### src/rtl/alu_pkg.sv
// Shared opcode, unit-index and state definitions for the bitwise ALU datapath.
package alu_pkg;

  localparam int unsigned W       = 8;
  localparam int unsigned N_UNITS = 5;
  localparam int unsigned REP_W   = 3;
  localparam int unsigned OP_W    = 3;

  localparam logic [OP_W-1:0] OP_NOR   = 3'd0;
  localparam logic [OP_W-1:0] OP_AND   = 3'd1;
  localparam logic [OP_W-1:0] OP_OR    = 3'd2;
  localparam logic [OP_W-1:0] OP_XOR   = 3'd3;
  localparam logic [OP_W-1:0] OP_NAND  = 3'd4;
  localparam logic [OP_W-1:0] OP_LOAD  = 3'd5;
  localparam logic [OP_W-1:0] OP_CLEAR = 3'd6;
  localparam logic [OP_W-1:0] OP_RSVD  = 3'd7;

  // Unit positions on the EN bus, shared with the unit instantiation
  localparam int unsigned U_NOR  = 0;
  localparam int unsigned U_AND  = 1;
  localparam int unsigned U_OR   = 2;
  localparam int unsigned U_XOR  = 3;
  localparam int unsigned U_NAND = 4;

  typedef enum logic [1:0] {
    S_IDLE    = 2'd0,
    S_ISSUE   = 2'd1,
    S_CAPTURE = 2'd2,
    S_FIN     = 2'd3
  } state_t;

endpackage

### src/rtl/alu_op_decoder.sv
// Maps an opcode plus an issue qualifier to one-hot unit enables and op-class flags.
module alu_op_decoder
  import alu_pkg::*;
(
  input  logic [OP_W-1:0]    i_op,
  input  logic               i_issue,
  output logic [N_UNITS-1:0] o_en_c,
  output logic               o_is_unit_c,
  output logic               o_is_load_c,
  output logic               o_is_clear_c
);

  logic [N_UNITS-1:0] w_onehot;

  assign o_is_unit_c  = (i_op <= OP_NAND);
  assign o_is_load_c  = (i_op == OP_LOAD);
  assign o_is_clear_c = (i_op == OP_CLEAR);
  assign w_onehot     = N_UNITS'(1) << i_op;
  assign o_en_c       = (i_issue && o_is_unit_c) ? w_onehot : '0;

endmodule

### src/rtl/alu_op_sequencer.sv
// Operand latch, unit-enable sequencer and stored-value accumulator for the bitwise units.
module alu_op_sequencer
  import alu_pkg::*;
(
  input  logic               CLK,
  input  logic               RST,
  input  logic [W-1:0]       DIN,
  input  logic [OP_W-1:0]    OP,
  input  logic [REP_W-1:0]   REP,
  input  logic               GO,
  input  logic [W-1:0]       RES,
  output logic [W-1:0]       IN,
  output logic [W-1:0]       SV,
  output logic [N_UNITS-1:0] EN,
  output logic               BUSY,
  output logic               DONE,
  output logic               ERR,
  output logic               ZERO
);

  state_t             r_state;
  state_t             w_state_nxt;
  logic [OP_W-1:0]    r_op;
  logic [REP_W-1:0]   r_cnt;
  logic [W-1:0]       r_in;
  logic [W-1:0]       r_sv;
  logic [N_UNITS-1:0] r_en;
  logic               r_busy;
  logic               r_done;
  logic               r_err;

  logic               w_accept;
  logic [OP_W-1:0]    w_op_nxt;
  logic [REP_W-1:0]   w_cnt_nxt;
  logic [W-1:0]       w_in_nxt;
  logic [W-1:0]       w_sv_nxt;
  logic               w_err_nxt;
  logic               w_issue_nxt;
  logic [N_UNITS-1:0] w_en_nxt;
  logic               w_is_unit;
  logic               w_is_load;
  logic               w_is_clear;

  assign w_accept    = (r_state == S_IDLE) && GO;
  assign w_op_nxt    = w_accept ? OP : r_op;
  assign w_issue_nxt = (w_state_nxt == S_ISSUE) || (w_state_nxt == S_CAPTURE);

  // Decode the opcode that will be live in the next cycle so EN can be registered
  alu_op_decoder u_dec (
    .i_op         (w_op_nxt),
    .i_issue      (w_issue_nxt),
    .o_en_c       (w_en_nxt),
    .o_is_unit_c  (w_is_unit),
    .o_is_load_c  (w_is_load),
    .o_is_clear_c (w_is_clear)
  );

  always_ff @(posedge CLK or posedge RST) begin
    if (RST) r_state <= S_IDLE;
    else     r_state <= w_state_nxt;
  end

  always_comb begin
    w_state_nxt = r_state;
    case (r_state)
      S_IDLE:    if (GO) w_state_nxt = w_is_unit ? S_ISSUE : S_FIN;
      S_ISSUE:   w_state_nxt = S_CAPTURE;
      S_CAPTURE: w_state_nxt = (r_cnt != '0) ? S_ISSUE : S_FIN;
      S_FIN:     w_state_nxt = S_IDLE;
      default:   w_state_nxt = S_IDLE;
    endcase
  end

  always_comb begin
    w_cnt_nxt = r_cnt;
    w_in_nxt  = r_in;
    w_sv_nxt  = r_sv;
    w_err_nxt = r_err;
    if (w_accept) begin
      w_in_nxt  = DIN;
      w_cnt_nxt = REP;
      w_err_nxt = 1'b0;
      if (w_is_load)       w_sv_nxt  = DIN;
      else if (w_is_clear) w_sv_nxt  = '0;
      else if (!w_is_unit) w_err_nxt = 1'b1;
    end else if (r_state == S_CAPTURE) begin
      w_sv_nxt = RES;
      if (r_cnt != '0) w_cnt_nxt = r_cnt - REP_W'(1);
    end
  end

  always_ff @(posedge CLK or posedge RST) begin
    if (RST) begin
      r_op   <= '0;
      r_cnt  <= '0;
      r_in   <= '0;
      r_sv   <= '0;
      r_en   <= '0;
      r_busy <= 1'b0;
      r_done <= 1'b0;
      r_err  <= 1'b0;
    end else begin
      r_op   <= w_op_nxt;
      r_cnt  <= w_cnt_nxt;
      r_in   <= w_in_nxt;
      r_sv   <= w_sv_nxt;
      r_en   <= w_en_nxt;
      r_busy <= (w_state_nxt != S_IDLE);
      r_done <= (w_state_nxt == S_FIN);
      r_err  <= w_err_nxt;
    end
  end

  assign IN   = r_in;
  assign SV   = r_sv;
  assign EN   = r_en;
  assign BUSY = r_busy;
  assign DONE = r_done;
  assign ERR  = r_err;
  assign ZERO = (r_sv == '0);

  // EN is zero or one-hot, and only live during ISSUE/CAPTURE
  a_en_legal: assert property (@(posedge CLK) disable iff (RST)
    $onehot0(r_en) && ((r_en == '0) || (r_state == S_ISSUE) || (r_state == S_CAPTURE)));

endmodule

### config.mk
export PLATFORM = sky130hd
export DESIGN_NAME = alu_op_sequencer
export DESIGN_NICKNAME = d
export VERILOG_FILES = /design/src/rtl/alu_pkg.sv /design/src/rtl/alu_op_decoder.sv /design/src/rtl/alu_op_sequencer.sv
export SDC_FILE = /design/constraint.sdc
export NUM_CORES = 1
export LEC_CHECK = 0
export ABC_AREA = 1
export CAP_MARGIN = 10
export CORE_MARGIN = 4
export CORE_UTILIZATION = 51
export CTS_BUF_LIST = sky130_fd_sc_hd__clkbuf_8
export CTS_CLUSTER_DIAMETER = 100
export DETAILED_ROUTE_END_ITERATION = 7
export GPL_TIMING_DRIVEN = 1
export PLACE_DENSITY = 0.9
export SLEW_MARGIN = 20
export SYNTH_ARGS = -nofsm -noshare
export SYNTH_HDL_FRONTEND = slang
export SYNTH_SLANG_ARGS = --single-unit
### constraint.sdc
create_clock -name CLK -period 3.4 [get_ports CLK]
set_input_delay 0.51 -clock CLK [delete_from_list [all_inputs] [get_ports CLK]]
set_output_delay 0.51 -clock CLK [all_outputs]
set_load 0.03 [all_outputs]
; Yosys cells after proc, flatten, opt, wreduce, memory -nomap -nowiden
; Cells that the tools add are included.
[op_classes]
n_addsub = 1
order_cmp = 1
eq_ne = 9
n_shift = 1
mux = 16
n_reduce_logical = 11
[ops]
columns = op, count
row1 = $mux 8, 4
row2 = $mux 3, 4
row3 = $eq 2x2->1 const B, 4
row4 = $logic_not 8->1, 1
row5 = $pmux 2 s4, 1
row6 = $eq 3x3->1 const B, 2
row7 = $mux 2, 3
row8 = $reduce_bool 2->1, 3
row9 = $mux 5, 1
row10 = $shl 1x3->5 const A, 1
row11 = $eq 2x1->1 const B, 2
row12 = $reduce_and 2->1, 2
row13 = $le 3x3->1 const B, 1
row14 = $mux 1, 3
row15 = $ne 3x1->1 const B, 1
row16 = $reduce_bool 3->1, 1
row17 = $sub 3x1->3 const B, 1
row18 = $logic_and 1x1->1, 2
row19 = $logic_not 2->1, 1
row20 = $logic_or 1x1->1, 1
[totals]
reg_bits = 32
input_bits = 25
out_inout_bits = 25
elab_cells = 48

; Longest topological paths before layout
[logic_depth]
word_depth = 11
mapped_depth = 11

; By module
; From an unflattened synthesis, not the netlist that was laid out.
[hier_totals]
cells_unflattened = 212
hier_area_um2 = 1592.8
[by_module_without_submodules]
columns = mod, instances, cells_per_inst, area_each_um2
row1 = alu_op_sequencer, 1, 195, 1514.0
row2 = alu_op_decoder, 1, 17, 78.8

; Worst setup path after synthesis
; OpenSTA, ideal clock, no wires.
[synth_timing]
kind = reg-to-output
from = register r_sv[5], in the netlist SV[5]
to = output ZERO
arrival_ns = 1.499
slack_ns = 1.391
path_stages_with_launch = 4
n_path_buf = 0
path_cell_list = dfrtp_1 > nor4_1 > nand2_1 > nor3_1
[synth_via]
elab_chain_cells = 1
[synth_lines]
columns = item, line
row1 = start: declaration, alu_op_sequencer.sv:26  ; logic [W-1:0] r_sv;
row2 = start signal: assignment, alu_op_sequencer.sv:106  ; r_sv <= w_sv_nxt;
row3 = $logic_not 8->1, alu_op_sequencer.sv:120  ; assign ZERO = (r_sv == '0);
row4 = end: declaration, alu_op_sequencer.sv:18  ; output logic ZERO
; Every way passes these cells.

; Final worst setup path
[layout_timing]
from = input GO
to = register r_en[1], in the netlist EN[1]
[layout_via]
elab_chain_cells = 10
word_cells_on_any_way = 12
cone_classes = order compare: 1 / eq/ne: 2 / shift: 1 / mux: 5 / reduce/logical: 3
[layout_lines]
columns = item, line
row1 = start: declaration, alu_op_sequencer.sv:10  ; input logic GO,
row2 = $logic_and 1x1->1, alu_op_sequencer.sv:44  ; assign w_accept = (r_state == S_IDLE) && GO;
row3 = $mux 3, alu_op_sequencer.sv:45  ; assign w_op_nxt = w_accept ? OP : r_op;
row4 = $le 3x3->1, alu_op_decoder.sv:15  ; assign o_is_unit_c = (i_op <= OP_NAND);
row5 = $mux 2 (2 in series), alu_op_sequencer.sv:66  ; S_IDLE: if (GO) w_state_nxt = w_is_unit ? S_ISSUE : S_FIN;
row6 = $pmux 2 s4, alu_op_sequencer.sv:65  ; case (r_state)
row7 = $eq 2x1->1 / $eq 2x2->1 (equally long branches), alu_op_sequencer.sv:46  ; assign w_issue_nxt = (w_state_nxt == S_ISSUE) || (w_state_nxt == S_CAPTURE);
row8 = $logic_or 1x1->1, alu_op_sequencer.sv:46
row9 = $logic_and 1x1->1, alu_op_decoder.sv:19  ; assign o_en_c = (i_issue && o_is_unit_c) ? w_onehot : '0;
row10 = $mux 5 *, alu_op_decoder.sv:19
row11 = via u_dec.o_en_c[1], alu_op_decoder.sv:7  ; output logic [N_UNITS-1:0] o_en_c,
row12 = end signal: assignment, alu_op_sequencer.sv:107  ; r_en <= w_en_nxt;
row13 = end: declaration, alu_op_sequencer.sv:27  ; logic [N_UNITS-1:0] r_en;
; Mark *: on every way through the listed nets, which the timed path passes. The rest lies on a longest branch.
; A chain may end at the register's enable or synchronous reset.

==> results.cfg <==
[outcome]
status = completed

[pwr]
vdd_ir_drop_max_mv = 0.5800
leakagePower_nw = 1.099
powerDensity_nw_per_um2 = 978.3

[synth]
synth_area_leaders = dfrtp_1 (50%), nand2_1 (13%), nand3_1 (6.9%)
syn_nets = 220
synth_common_cells = nand2_1 (54), dfrtp_1 (32), nand3_1 (22)
ys_seq_elements = 32
synth_top_area_frac = 0.5000
synth-edff-count = 0
synthFlopType = dfrtp_1
ys_types = 25
yosysWarnings = 0
yosysTopAreaCell = dfrtp_1
synth_most_common_cell = nand2_1
syn_inst = 191
async_reset_ff_frac = 1.000
avgSynthCellArea_sq_um = 8.385
seq_area_frac_synth = 0.5000
syn_area_sq_um = 1602

[drt]
drt_pass1_iterations = 4
routed_via_density = 4.840
postRouteAntennaNets = 0
drt_wl_total_um = 3339
initialDrtViolationCount = 98
vias = 1389
wl_per_cell_um = 11.63
route.detailed.drc = 0

[clock_network]
cts.sinks = 32
cts_resized = 0
cts_root_buf = clkbuf_8
cts_setup_buffers = 0
path_clk_slew_ps = 60
clock_latency_ps = 280
numCtsBuffers = 5
tritoncts = built
cts_hold_buf = 0
htree_num_levels = 2
clockBufferDepth = 2

[layout]
areaGrowthSynthToFinish_pct = 37.97
drive_above_1_share = 0.09053
n_antenna_cell = 0
nets = 271
nFillCells = 222
multi_input_area_sq_um = 679.4
register_area_sq_um = 800.8

[worst_setup_path]
arrival_ps = 2770
end_kind = flip-flop
crit_fanout = 44
path_class = input port to flip-flop
worst_setup_path_start_kind = input port
required_ps = 3590

[timing]
slew_headroom = 0.7427
worstMarginPinSlew_ps = 385.6
rsz0062_at_grt = false
period_share = 0.7602
drv_slew = 0
period_minus_slack_ps = 2585
setup_tns_ps = 0
hold_viol = 0
setup_viol = 0
fin_skew_ps = 3.871
holdWs_ps = 492.0
max_freq_mhz = 386.9

[job]
maxCapViolations = 0

[place]
port_buffers = 49
gp_congestion = 0.8879
hpwl_um = 2520

[die]
pin_count = 50
start_util = 0.5289
coreArea_sq_um = 3028
die_h_um = 64.04
dieArea_sq_um = 4101
chipWidth_um = 64.04
rows = 20

[grt]
grt_first_pass_wirelength_um = 5802
first_global_vias = 1328
grt.overflow.total = 0
grtUsageTotal = 0.1829
grt_max_degree = 45
antenna_found_initial = 0

[worst_hold_path]
hp-class = flip-flop to flip-flop
## registers in the layout, indices dropped and copies added (netlist names)
signal / flops
EN: 5
r_cnt: 3
ERR: 1
IN: 8
DONE: 1
r_op: 3
BUSY: 1
SV: 8
r_state: 2
## final timing paths
| check | depth (start not counted) | slack [ps] | startpoint | endpoint |
|---|---|---|---|---|
| worst min-delay path | 2 | 490 | IN[7] | IN[7] |
| min in group asynchronous | 3 | 610 | RST | SV[0] |
| max in group asynchronous | 3 | 2520 | RST | EN[3] |
| worst max register to register | 11 | 1130 | r_state[1] | EN[1] |
| worst min register to register | 2 | 490 | IN[7] | IN[7] |
| worst max-delay path | 11 | 820 | GO | EN[1] |
## power by group
group          total, mW  internal [mW]  switching (mW)
Sequential         0.671          0.559           0.112
Clock              0.286          0.159           0.127
Combinational       1.21          0.451           0.754
Total               2.16           1.17           0.993
## critical path, cell delays in order
cell and delay (ps):
clkdlybuf4s50_1 690, nand2_4 300, nand2_1 160, nand2_2 110, nand2_1 140, nand3_1 80, nand2_1 70, nand2_1 70
ha_1 310, nand3_1 150, nor3_1 190
## kinds of logic after synthesis
group | count (synthesis) | share of synthesized area
simple gates | 108 | 0.3242
flops | 32 | 0.5000
buf+inv | 28 | 0.07578
compound gates | 18 | 0.06328
fa+ha+maj | 4 | 0.03125
xor+xnor | 1 | 0.005470
## per-stage QoR
stage / total power [mW] / setup WS, ps / util / cell area (sq um) / instances
final: 2.162 / 815.2 / 0.7298 / 2210 / 287
after global routing: 2.332 / 665.9 / 0.7298 / 2210 / 287
after CTS: 2.180 / 838.8 / 0.7298 / 2210 / 287
after detailed placement: 1.882 / 565.4 / 0.7000 / 2120 / 279
after global placement: 1.846 / 703.5 / 0.7000 / 2120 / 279
after floorplan: 1.482 / 1391 / - / 1602 / 191
## layout make-up
class | count | share of cell area
clock buffers | 6 | 0.03737
clock inverters | 2 | 0.003398
inverters | 21 | 0.03567
multi-input cells | 131 | 0.3075
flip-flops and latches | 32 | 0.3624
well taps | 44 | 0.02492
repair buffers | 51 | 0.2288
## metal layers
layer  track usage  routed length, um  vias up
li1              -                  -      706
met1        0.2192               1458      623
met2        0.2955               1592       56
met3       0.07206                246        4
met4       0.06739                 40        0
met5             0                  0        -
## layout by cell type (no fill, tap or decap), drive strengths merged
master,count
nand2,62
clkdlybuf4s50,49
dfrtp,32
nand3,25
inv,23
nor2,16
o21ai,13
clkbuf,6
ha,4
nor3,3
o211ai,2
buf,2
a21oi,2
nand3b,1
o31ai,1
nor4,1
xor2,1
No activity file was read; power rests on OpenSTA's default activity.
